==> src/rtl/bin2bcd_seq.sv <==
// bin2bcd_seq
//   Sequential double-dabble binary-to-BCD converter, one bit per clock.
//   Produces the packed two-digit BCD form {tens, units} for the downstream
//   BCD adder. Values above 99 raise ovf, and s then carries value mod 100.
//
// Ports
//   clk    rising-edge clock
//   rst_n  synchronous active-low reset
//   start  conversion request, accepted only while ready=1
//   bin    unsigned binary operand, sampled on the accept edge only
//   ready  high in IDLE, the converter can accept start
//   valid  one-cycle pulse, s/ovf hold the new result
//   s      packed BCD result {tens, units}, held until the next valid
//   ovf    hundreds digit nonzero (bin > 99), held with s
//
// state | meaning
// IDLE  | waiting for start, ready=1
// SHIFT | one add-3/shift step per cycle, BIN_W cycles total
// DONE  | valid=1 for one cycle, s/ovf already registered

module bin2bcd_seq #(
  parameter int BIN_W      = 7,
  parameter int width_low  = 4,
  parameter int width_high = 8
) (
  input  logic                  clk,
  input  logic                  rst_n,
  input  logic                  start,
  input  logic [BIN_W-1:0]      bin,
  output logic                  ready,
  output logic                  valid,
  output logic [width_high-1:0] s,
  output logic                  ovf
);

  localparam int BCD_W = 3 * width_low;
  localparam int CAT_W = BCD_W + BIN_W;

  typedef enum logic [1:0] {
    IDLE  = 2'd0,
    SHIFT = 2'd1,
    DONE  = 2'd2
  } state_t;

  state_t state_q, state_d;

  logic [BIN_W-1:0] bin_q;
  logic [BCD_W-1:0] bcd_q;   // {hundreds, tens, units}
  logic [2:0]       cnt_q;

  logic [BCD_W-1:0] bcd_adj;
  logic [CAT_W-1:0] cat_sh;
  logic [BCD_W-1:0] bcd_shift;
  logic [BIN_W-1:0] bin_shift;
  logic             last_step;

  function automatic logic [width_low-1:0] add3(input logic [width_low-1:0] d);
    return (d >= width_low'(5)) ? d + width_low'(3) : d;
  endfunction

  // All three digits are corrected from pre-shift values, then the whole
  // {BCD, binary} chain moves left so the binary MSB lands in units[0].
  always_comb begin
    bcd_adj   = {add3(bcd_q[3*width_low-1:2*width_low]),
                 add3(bcd_q[2*width_low-1:width_low]),
                 add3(bcd_q[width_low-1:0])};
    cat_sh    = {bcd_adj, bin_q} << 1;
    bcd_shift = cat_sh[CAT_W-1:BIN_W];
    bin_shift = cat_sh[BIN_W-1:0];
  end

  assign last_step = (state_q == SHIFT) && (cnt_q == 3'd1);

  always_ff @(posedge clk) begin
    if (!rst_n) state_q <= IDLE;
    else        state_q <= state_d;
  end

  always_comb begin
    state_d = state_q;
    ready   = 1'b0;
    valid   = 1'b0;
    case (state_q)
      IDLE: begin
        ready = 1'b1;
        if (start) state_d = SHIFT;
      end
      SHIFT: begin
        if (last_step) state_d = DONE;
      end
      DONE: begin
        valid   = 1'b1;
        state_d = IDLE;
      end
      default: state_d = IDLE;
    endcase
  end

  always_ff @(posedge clk) begin
    if (!rst_n) begin
      bin_q <= '0;
      bcd_q <= '0;
      cnt_q <= '0;
      s     <= '0;
      ovf   <= 1'b0;
    end else begin
      case (state_q)
        IDLE: begin
          if (start) begin
            bin_q <= bin;
            bcd_q <= '0;
            cnt_q <= 3'(BIN_W);
          end
        end
        SHIFT: begin
          bin_q <= bin_shift;
          bcd_q <= bcd_shift;
          cnt_q <= cnt_q - 3'd1;
          // Result is captured on the edge entering DONE so it is stable
          // for the whole valid cycle.
          if (last_step) begin
            s   <= bcd_shift[width_high-1:0];
            ovf <= |bcd_shift[3*width_low-1:2*width_low];
          end
        end
        default: ;
      endcase
    end
  end

endmodule

==> config.mk <==
export PLATFORM = sky130hd
export DESIGN_NAME = bin2bcd_seq
export DESIGN_NICKNAME = d
export VERILOG_FILES = /design/src/rtl/bin2bcd_seq.sv
export SDC_FILE = /design/constraint.sdc
export NUM_CORES = 1
export LEC_CHECK = 0
export CORE_MARGIN = 2
export CORE_UTILIZATION = 52
export CTS_CLUSTER_SIZE = 40
export DETAILED_ROUTE_END_ITERATION = 10
export PLACE_DENSITY_LB_ADDON = 0.2
export SYNTH_ARGS = -nofsm -noshare
export SYNTH_HDL_FRONTEND = slang
export SYNTH_SLANG_ARGS = --single-unit
==> constraint.sdc <==
create_clock -name clk -period 1.9 [get_ports clk]
set_input_delay 0.38 -clock clk [delete_from_list [all_inputs] [get_ports clk]]
set_output_delay 0.38 -clock clk [all_outputs]
set_load 0.005 [all_outputs]
# Yosys cells after proc, flatten, opt, wreduce, memory -nomap -nowiden
# Index checks and enable logic that the tools add are counted.
[classes] add_sub_neg=4 magnitude_cmp=3 eq_ne=5 n_mux=14 reduce_logical=7
[op_table] cell="one-hot mux 12 bit (2 select lines)" n=1
[op_table] cell="one-hot mux 7 bit (2 select lines)" n=1
[op_table] cell=">= comparator 4 x 3 -> 1 bit, second input constant" n=3
[op_table] cell="two-way mux 12 bit" n=1
[op_table] cell="adder 4 x 2 -> 4 bit, second input constant" n=2
[op_table] cell="two-way mux 4 bit" n=2
[op_table] cell="two-way mux 7 bit" n=1
[op_table] cell="two-way mux 3 bit" n=2
[op_table] cell="one-hot mux 3 bit (2 select lines)" n=1
[op_table] cell="AND reduction 2 bit" n=3
[op_table] cell="two-way mux 2 bit" n=2
[op_table] cell="!= test 2 bit, second input constant" n=2
[op_table] cell="one-hot mux 2 bit (2 select lines)" n=1
[op_table] cell="OR reduction 4 bit" n=1
[op_table] cell="adder 3 x 2 -> 3 bit, second input constant" n=1
[op_table] cell="equality test 3 x 1 -> 1 bit, second input constant" n=1
[op_table] cell="subtractor 3 x 1 -> 3 bit, second input constant" n=1
[op_table] cell="equality test 2 x 1 -> 1 bit, second input constant" n=1
[op_table] cell="equality test 2 bit, second input constant" n=1
[op_table] cell="zero test 2 bit" n=1
[op_table] cell="two-way mux 1 bit" n=2
[op_table] cell="nonzero test 2 bit" n=1
[op_table] cell="logical AND 1 bit" n=1
[word_totals] reg_bits=33 inputBits=10 out_inout_bits=11 elab_cells=39

# Logic depth before layout (Yosys ltp)
# Gate-level depths: netlist of run 1.
[logic_depth] word_depth=4 ltp_mapped=7 mapped_depth_nobuf=6

# Worst setup path before layout of run 1
# OpenSTA, ideal clock, no wires.
[synth_timing] kind="register to register" start="register bcd_q[4]" end="register s[6]" setup_ns=0.075 arrival_time_ns=1.370 required_ns=1.825 setup_slack_ns=0.456 stages_incl_launch_ff=7 path_buffers=0 synth_period_minus_slack_ns=1.444 path_cell_list="dfxtp_1 > inv_1 > ha_1 > nand2b_1 > a21oi_1 > mux2_2 > o22ai_1"
[synth_via] elab_chain_cells=2 word_cells_on_any_way=3 cone_classes="add/sub: 1; order compare: 1; mux: 1"
[synth_rtl] item="from (decl)" line="48" text="logic [BCD_W-1:0] bcd_q;"
[synth_rtl] item="from (signal assigned)" line="117" text="bcd_q <= bcd_shift;"
[synth_rtl] item="adder 4 x 2 -> 4 bit or >= comparator 4 x 3 -> 1 bit (tied branches)" line="58" text="return (d >= width_low'(5)) ? d + width_low'(3) : d;"
[synth_rtl] item="two-way mux 4 bit (*)" line="58"
[synth_rtl] item="to (signal assigned)" line="122" text="s <= bcd_shift[width_high-1:0];"
[synth_rtl] item="to (decl)" line="32" text="output logic [width_high-1:0] s,"
# Every way passes the cells marked *; elsewhere a longest branch is shown, timed or not.
# A chain may end at the register's enable or synchronous reset.

# Final worst setup path of run 1
[layout_timing] start="register state_q[1]" end="output valid"
[layout_via] elab_chain_cells=2
[layout_rtl] item="from (decl)" line="45" text="state_t state_q, state_d;"
[layout_rtl] item="from (signal assigned)" line="76" text="else state_q <= state_d;"
[layout_rtl] item="equality test 2 bit" line="83" text="case (state_q)"
[layout_rtl] item="two-way mux 1 bit" line="83"
[layout_rtl] item="to (decl)" line="31" text="output logic valid,"
# No other way between the ends.

==> out/metrics.yaml, run 1 <==
die:
  io-pin-count: 21
  die_area_sq_mm: 0.00360
  initial_core_util: 0.538
  core.rowCount: 20
  die_x_um: 60.0
  core_sq_mm: 0.00303
  fp.dieH_um: 60.0
pwr:
  pwr-share-clk: 0.304
  p_seq_frac: 0.560
  p_int_uw: 981
  power_density_mw_per_mm2: 692
  power.total_uw: 1340
  irDropWorstVdd_v: 0.000479
  combPwrFrac: 0.137
  switching_share: 0.265
  p_sw_uw: 354
  leakage_uw: 0.000702
synth:
  ys.flop_type: "dfxtp_1"
  synth_cell_types: 36
  synth_cells: 195
  syn-mean-instance-area_sq_um: 8.35
  synth_area_leaders: "dfxtp_1, ha_1, a21oi_1, o21ai_0, nand2_1"
  synth_area_sq_mm: 0.00163
  yosys_warnings: 0
  ys_ff_latch: 33
  ys_seq_area_frac: 0.406
  synth_edf_count: 0
  synth_fp_nets: 213
  synth.largest_area_cell: "dfxtp_1"
  synth_top_cell_area_share: 0.406
  async_flop_share: 0
placed_design:
  dpl_worst_slack_ns: 0.234
  gp_congestion: 0.812
  dp_cells: 254
  dp_hpwl_um: 2520
  io_buffers: 20
timing:
  period_share: 0.972
  relSlewSlack: 0.753
  holdWs_ns: 0.486
  tightest_slew_ns: 0.371
  skew_ns: 0.00715
  slew_viol_final: 0
  finalCriticalPeriod_ns: 1.85
  tns_ns: 0
  finalHoldViolations: 0
  clock.fmax_mhz: 542
  fin_ws_ns: 0.0538
  setup-violations-final: 0
cts:
  cts_sinks: 33
  cts_buffer_depth: 2
  cts_root_buf: "clkbuf_4"
  clk_latency_ns: 0.34
  path_clk_slew_ns: 0.10
  cts_buffers: 5
  h-tree-depth: 2
  cts_tree: "built"
setup_path:
  crit_path_max_fanout: 5
  cp-start-kind: "register"
  r2r_start: "bcd_q[0]"
  worstPathArrival_ns: 1.47
  worstPathRequired_ns: 1.52
  startpoint: "state_q[1]"
  cp-end-kind: "output port"
  worstSetupPathType: "register to output port"
global_route:
  track_usage: 0.228
  grt_max_degree: 19
  grt_pass1_vias: 1413
  grt_pass1_wl_um: 6080
  grt.overflow.total: 0
  antenna_found_initial: 0
finish:
  drive_gt1_frac: 0.110
  diodes: 0
  final_cells: 262
  nFillCells: 265
  nets: 236
  area_delta_synth_final_pct: 18.5
hold_path:
  min_path_type: "register to register"
  min_from: "s[6]"
route:
  drt_iter0_drc: 85
  via_per_inst: 5.60
  wire_per_inst_um: 13.8
  ant_nets: 0
  post-route-drc-count: 0
  vias: 1467
  drt_wl_total_um: 3610
  drt_pre_antenna_iters: 4
job:
  drv_cap: 0
outcome:
  status: "complete, no violations"
-- registers in the layout, indices dropped and copies added (netlist names) --
register / count
ovf: 1
bin_q: 7
s: 8
state_q: 2
bcd_q: 12
cnt_q: 3
-- kinds of logic (layout without fill, tap and decap cells) --
family | Yosys count | in the layout | synth area share
xor gates and xnor gates | 3 | 3 | 0.0161
DFF | 33 | 33 | 0.406
adders and majority gates | 8 | 8 | 0.0614
AOI/OAI and AO/OA | 62 | 62 | 0.244
buffers and inverters | 27 | 50 | 0.0799
and+or+nand+nor | 59 | 59 | 0.173
muxes | 3 | 3 | 0.0200
-- metrics by stage --
stage	utilization	instance area [sq um]
global route	0.638	1930
global placement	0.614	1860
detailed placement	0.614	1860
finish	0.638	1930
floorplan	-	1630
CTS	0.633	1920
-- power groups by stage --
stage	combinational, uW	clock [uW]	sequential (uW)
3_3_place_gp	172	0	761
4_1_cts	181	416	747
3_5_place_dp	180	0	763
2_1_floorplan	123	0	753
5_1_grt	201	441	754
6_report	182	405	747
-- worst paths after layout --
kind	end	slack (ns)	depth (start not counted)
worst min-delay path	s[6]	0.49	2
worst min register to register	s[6]	0.49	2
worst max register to register	s[2]	0.24	6
worst max-delay path	valid	0.05	3
-- worst max-delay path, stage by stage (launching register included) --
cell and delay [ns]:
dfxtp_2 0.41, clkinvlp_4 0.13, nor2_1 0.09, clkdlybuf4s50_1 0.50
-- routing by layer --
layer | wire length (um) | vias to the layer above | track usage
met2 | 1660 | 45 | 0.371
met4 | 71 | 0 | 0.121
li1 | - | 732 | -
met5 | 0 | - | 0
met3 | 223 | 4 | 0.0758
met1 | 1660 | 686 | 0.263
-- cells in the mapped netlist, drive strengths merged, types with 3 or more instances --
| cell type | count |
|---|---|
| o32ai | 3 |
| nor3 | 3 |
| inv | 15 |
| nand3 | 6 |
| clkbuf | 3 |
| o21ai | 18 |
| a221oi | 3 |
| o22ai | 6 |
| a21oi | 19 |
| o221ai | 4 |
| nor3b | 5 |
| xnor2 | 3 |
| buf | 8 |
| nand2b | 4 |
| nor2 | 18 |
| nand2 | 18 |
| dfxtp | 33 |
| ha | 8 |
-- final cells by class --
| class | instances | area (sq um) | share of cell area |
|---|---|---|---|
| multi-input cells | 135 | 838 | 0.434 |
| inverters | 16 | 63.8 | 0.0331 |
| clock buffers | 7 | 55.1 | 0.0285 |
| flip-flops and latches | 33 | 663 | 0.343 |
| well taps | 44 | 55.1 | 0.0285 |
| repair buffers | 27 | 255 | 0.132 |
-- repair_timing --
| action | in CTS | in global routing |
|---|---|---|
| setup buffers | 0 | 1 |
| gates resized for setup | 1 | 3 |
| hold buffers | 0 | 0 |
| endpoints found under the setup margin | 1 | 2 |
-- layout by cell type (no fill, tap or decap), drive strengths merged, types with 2 or more instances in the layout --
cell / n
a21oi: 19
a221oi: 3
a22oi: 2
and2: 2
and3: 2
buf: 7
clkbuf: 7
clkdlybuf4s50: 19
dfxtp: 33
ha: 8
inv: 14
mux2: 2
nand2: 18
nand2b: 4
nand3: 6
nor2: 18
nor3: 3
nor3b: 5
o21ai: 18
o221ai: 4
o22ai: 6
o32ai: 3
xnor2: 3
No activity file was read; power rests on OpenSTA's default activity.
==> run 2, diff against run 1 <==
--- a/config.mk
+++ b/config.mk
@@ -7,6 +7,7 @@
 export LEC_CHECK = 0
 export CORE_MARGIN = 2
 export CORE_UTILIZATION = 52
+export CTS_CLUSTER_DIAMETER = 50
 export CTS_CLUSTER_SIZE = 40
 export DETAILED_ROUTE_END_ITERATION = 10
 export PLACE_DENSITY_LB_ADDON = 0.2
==> results of run 2 <==
The final DEF is identical to that of run 1; final timing and power are the same.
==> run 3, diff against run 2 <==
--- a/config.mk
+++ b/config.mk
@@ -6,7 +6,7 @@
 export NUM_CORES = 1
 export LEC_CHECK = 0
 export CORE_MARGIN = 2
-export CORE_UTILIZATION = 52
+export CORE_UTILIZATION = 40
 export CTS_CLUSTER_DIAMETER = 50
 export CTS_CLUSTER_SIZE = 40
 export DETAILED_ROUTE_END_ITERATION = 10
==> run 3 against run 2 <==
  * Sequential power hardly changed
  * Flip-flop and latch count stayed put
  * Largest cell class unchanged
  * Utilization is 14 points lower
  * Critical path type unchanged
  * Register-to-register slack better by 0.04 ns
  * Die area is 28% higher
  * Count of clock-buffer cells in the layout is 1 higher
==> out/metrics.yaml, run 3 (synthesized netlist as in run 1, its figures left out) <==
global_route:
  antenna_found_initial: 0  # unchanged
  grt_pass1_vias: 1337  # -5.4%
  grt_pass1_wl_um: 5750  # -5.4%
  grt_max_degree: 15  # -4
  grt.overflow.total: 0  # unchanged
  track_usage: 0.169  # -0.0595
pwr:
  combPwrFrac: 0.127  # -0.010
  p_sw_uw: 361  # +1.9%
  leakage_uw: 0.000710  # +1.2%
  irDropWorstVdd_v: 0.000553  # +15%
  p_seq_frac: 0.523  # -0.037
  p_int_uw: 1070  # +8.9%
  switching_share: 0.252  # -0.0127
  power.total_uw: 1430  # +7.1%
  power_density_mw_per_mm2: 728  # +5.3%
  pwr-share-clk: 0.350  # +0.046
route:
  wire_per_inst_um: 13.0  # -5.5%
  drt_wl_total_um: 3510  # -2.7%
  wl_met2_um: 1640  # -1.1%
  vias: 1424  # -2.9%
  via_per_inst: 5.27  # -5.8%
  drt_pre_antenna_iters: 4  # unchanged
  wl_met1_um: 1660  # +0.42%
  ant_nets: 0  # unchanged
  drt_iter0_drc: 63  # -26%
  highest_layer: "met4"
  post-route-drc-count: 0  # unchanged
  dr_wl_met3_um: 157  # -30%
hold_path:
  min_path_type: "register to register"
job:
  drv_cap: 0  # unchanged
setup_path:
  worst_path_max_delay_cell: "clkdlybuf4s50_1"
  startpoint: "state_q[1]"
  reg2regPathDepth: 6  # unchanged
  cp-end-kind: "output port"
  endpoint: "ready"
  crit_chain: "buf_4 -> nor2_1 -> clkdlybuf4s50_1"
  worstSetupPathType: "register to output port"
  worstPathRequired_ns: 1.52  # about the same
  r2r_slack_ns: 0.28  # +0.04 ns
  cp-start-kind: "register"
  worstPathArrival_ns: 1.40  # -0.07 ns
  r2r_start: "bcd_q[0]"
  r2r_end: "s[2]"
  max_stage_delay_ns: 0.51  # about the same
  crit_path_max_fanout: 7  # +2
timing:
  finalHoldViolations: 0  # unchanged
  relSlewSlack: 0.740  # -0.0125
  finalCriticalPeriod_ns: 1.78  # -0.0694 ns
  skew_ns: 0.00408  # -0.00307 ns
  period_share: 0.935  # -0.0365
  setup-violations-final: 0  # unchanged
  tns_ns: 0  # unchanged
  tightest_slew_ns: 0.388  # +0.0173 ns
  clock.fmax_mhz: 563  # +3.9%
  rsz0062_at_grt: "no"
  holdWs_ns: 0.472  # -0.0143 ns
  slew_viol_final: 0  # unchanged
die:
  initial_core_util: 0.410  # -0.128
  die_area_sq_mm: 0.00460  # +28%
  fp.dieH_um: 67.8  # +13%
  io-pin-count: 21  # unchanged
  core.rowCount: 23  # +15%
  core_sq_mm: 0.00397  # +31%
  die_x_um: 67.8  # +13%
cts:
  cts_sinks: 33  # unchanged
  postCtsHoldBufs: 0  # unchanged
  cts_buffer_depth: 2  # unchanged
  cts_buffers: 5  # unchanged
  path_clk_slew_ns: 0.06  # -0.04 ns
  clk_latency_ns: 0.28  # -0.06 ns
  cts_tree: "built"
  h-tree-depth: 2  # unchanged
  cts_root_buf: "clkbuf_8"
  post-cts-setup-buffers: 0  # unchanged
finish:
  largest-register: "bcd_q"
  diodes: 0  # unchanged
  area_delta_synth_final_pct: 20.5
  largest_reg_flops: 12  # unchanged
  layout_commonest_cell: "dfxtp_1"
  final_cell_mix: "dfxtp_1, clkdlybuf4s50_1, a21oi_1, nor2_1, nand2_1"
  drive_gt1_frac: 0.105  # -0.00555
  nets: 237  # +0.42%
  reg_top3: "bcd_q x12, s x8, bin_q x7"
placed_design:
  gp_congestion: 0.758  # -6.7%
  io_buffers: 20  # unchanged
  dp_hpwl_um: 2510  # -0.18%
outcome:
  status: "complete, no violations"
[run 3: routing by layer]
metal,GRT usage,vias to the layer above
li1,-,733
met1,0.192,659
met2,0.295,27
met3,0.0543,5
met4,0.0600,0
met5,0,-
[run 3: power by group through the flow]
| stage | combinational, uW | sequential, uW | clock [uW] |
|---|---|---|---|
| finish | 182 | 748 | 500 |
| global route | 202 | 752 | 551 |
| CTS | 184 | 748 | 518 |
| detailed placement | 182 | 763 | 0 |
| global placement | 178 | 761 | 0 |
| floorplan | 123 | 753 | 0 |
[run 3: how the worst min path moves through the flow]
stage / startpoint / end / slack [ns] / depth (start not counted)
2_1_floorplan: bin_q[5] / bin_q[5] / 0.45 / 2
3_3_place_gp: s[2] / s[2] / 0.46 / 2
3_5_place_dp: s[1] / s[1] / 0.47 / 2
4_1_cts: s[5] / s[5] / 0.48 / 2
5_1_grt: s[5] / s[5] / 0.50 / 2
6_report: s[5] / s[5] / 0.47 / 2
[run 3: critical path, delay by kind of cell, from the launching register on]
kind / cells / cell delay, ns
flops: 1 / 0.36
simple gates: 1 / 0.09
buf+inv: 2 / 0.67
[run 3: per-stage QoR]
stage,utilization,setup slack [ns],instances,instance area (sq um)
after floorplan,-,0.456,195,1630
after global placement,0.474,0.330,262,1880
after detailed placement,0.474,0.275,262,1880
after CTS,0.494,0.0663,270,1960
after global routing,0.494,0.0343,270,1960
final,0.494,0.123,270,1960
[run 3: timing repair]
item,in CTS,in global routing
endpoints found under the setup margin,1,1
cloned,0,0
pin swaps,0,0
resized for setup,1,1
[run 3: cell type report]
class | count | area, sq um
clock buffers | 8 | 80.1
fillers | 386 | 2010
inverters | 16 | 60.1
multi-input cells | 135 | 838
flip-flops and latches | 33 | 662
well taps | 50 | 62.6
repair buffers | 28 | 260
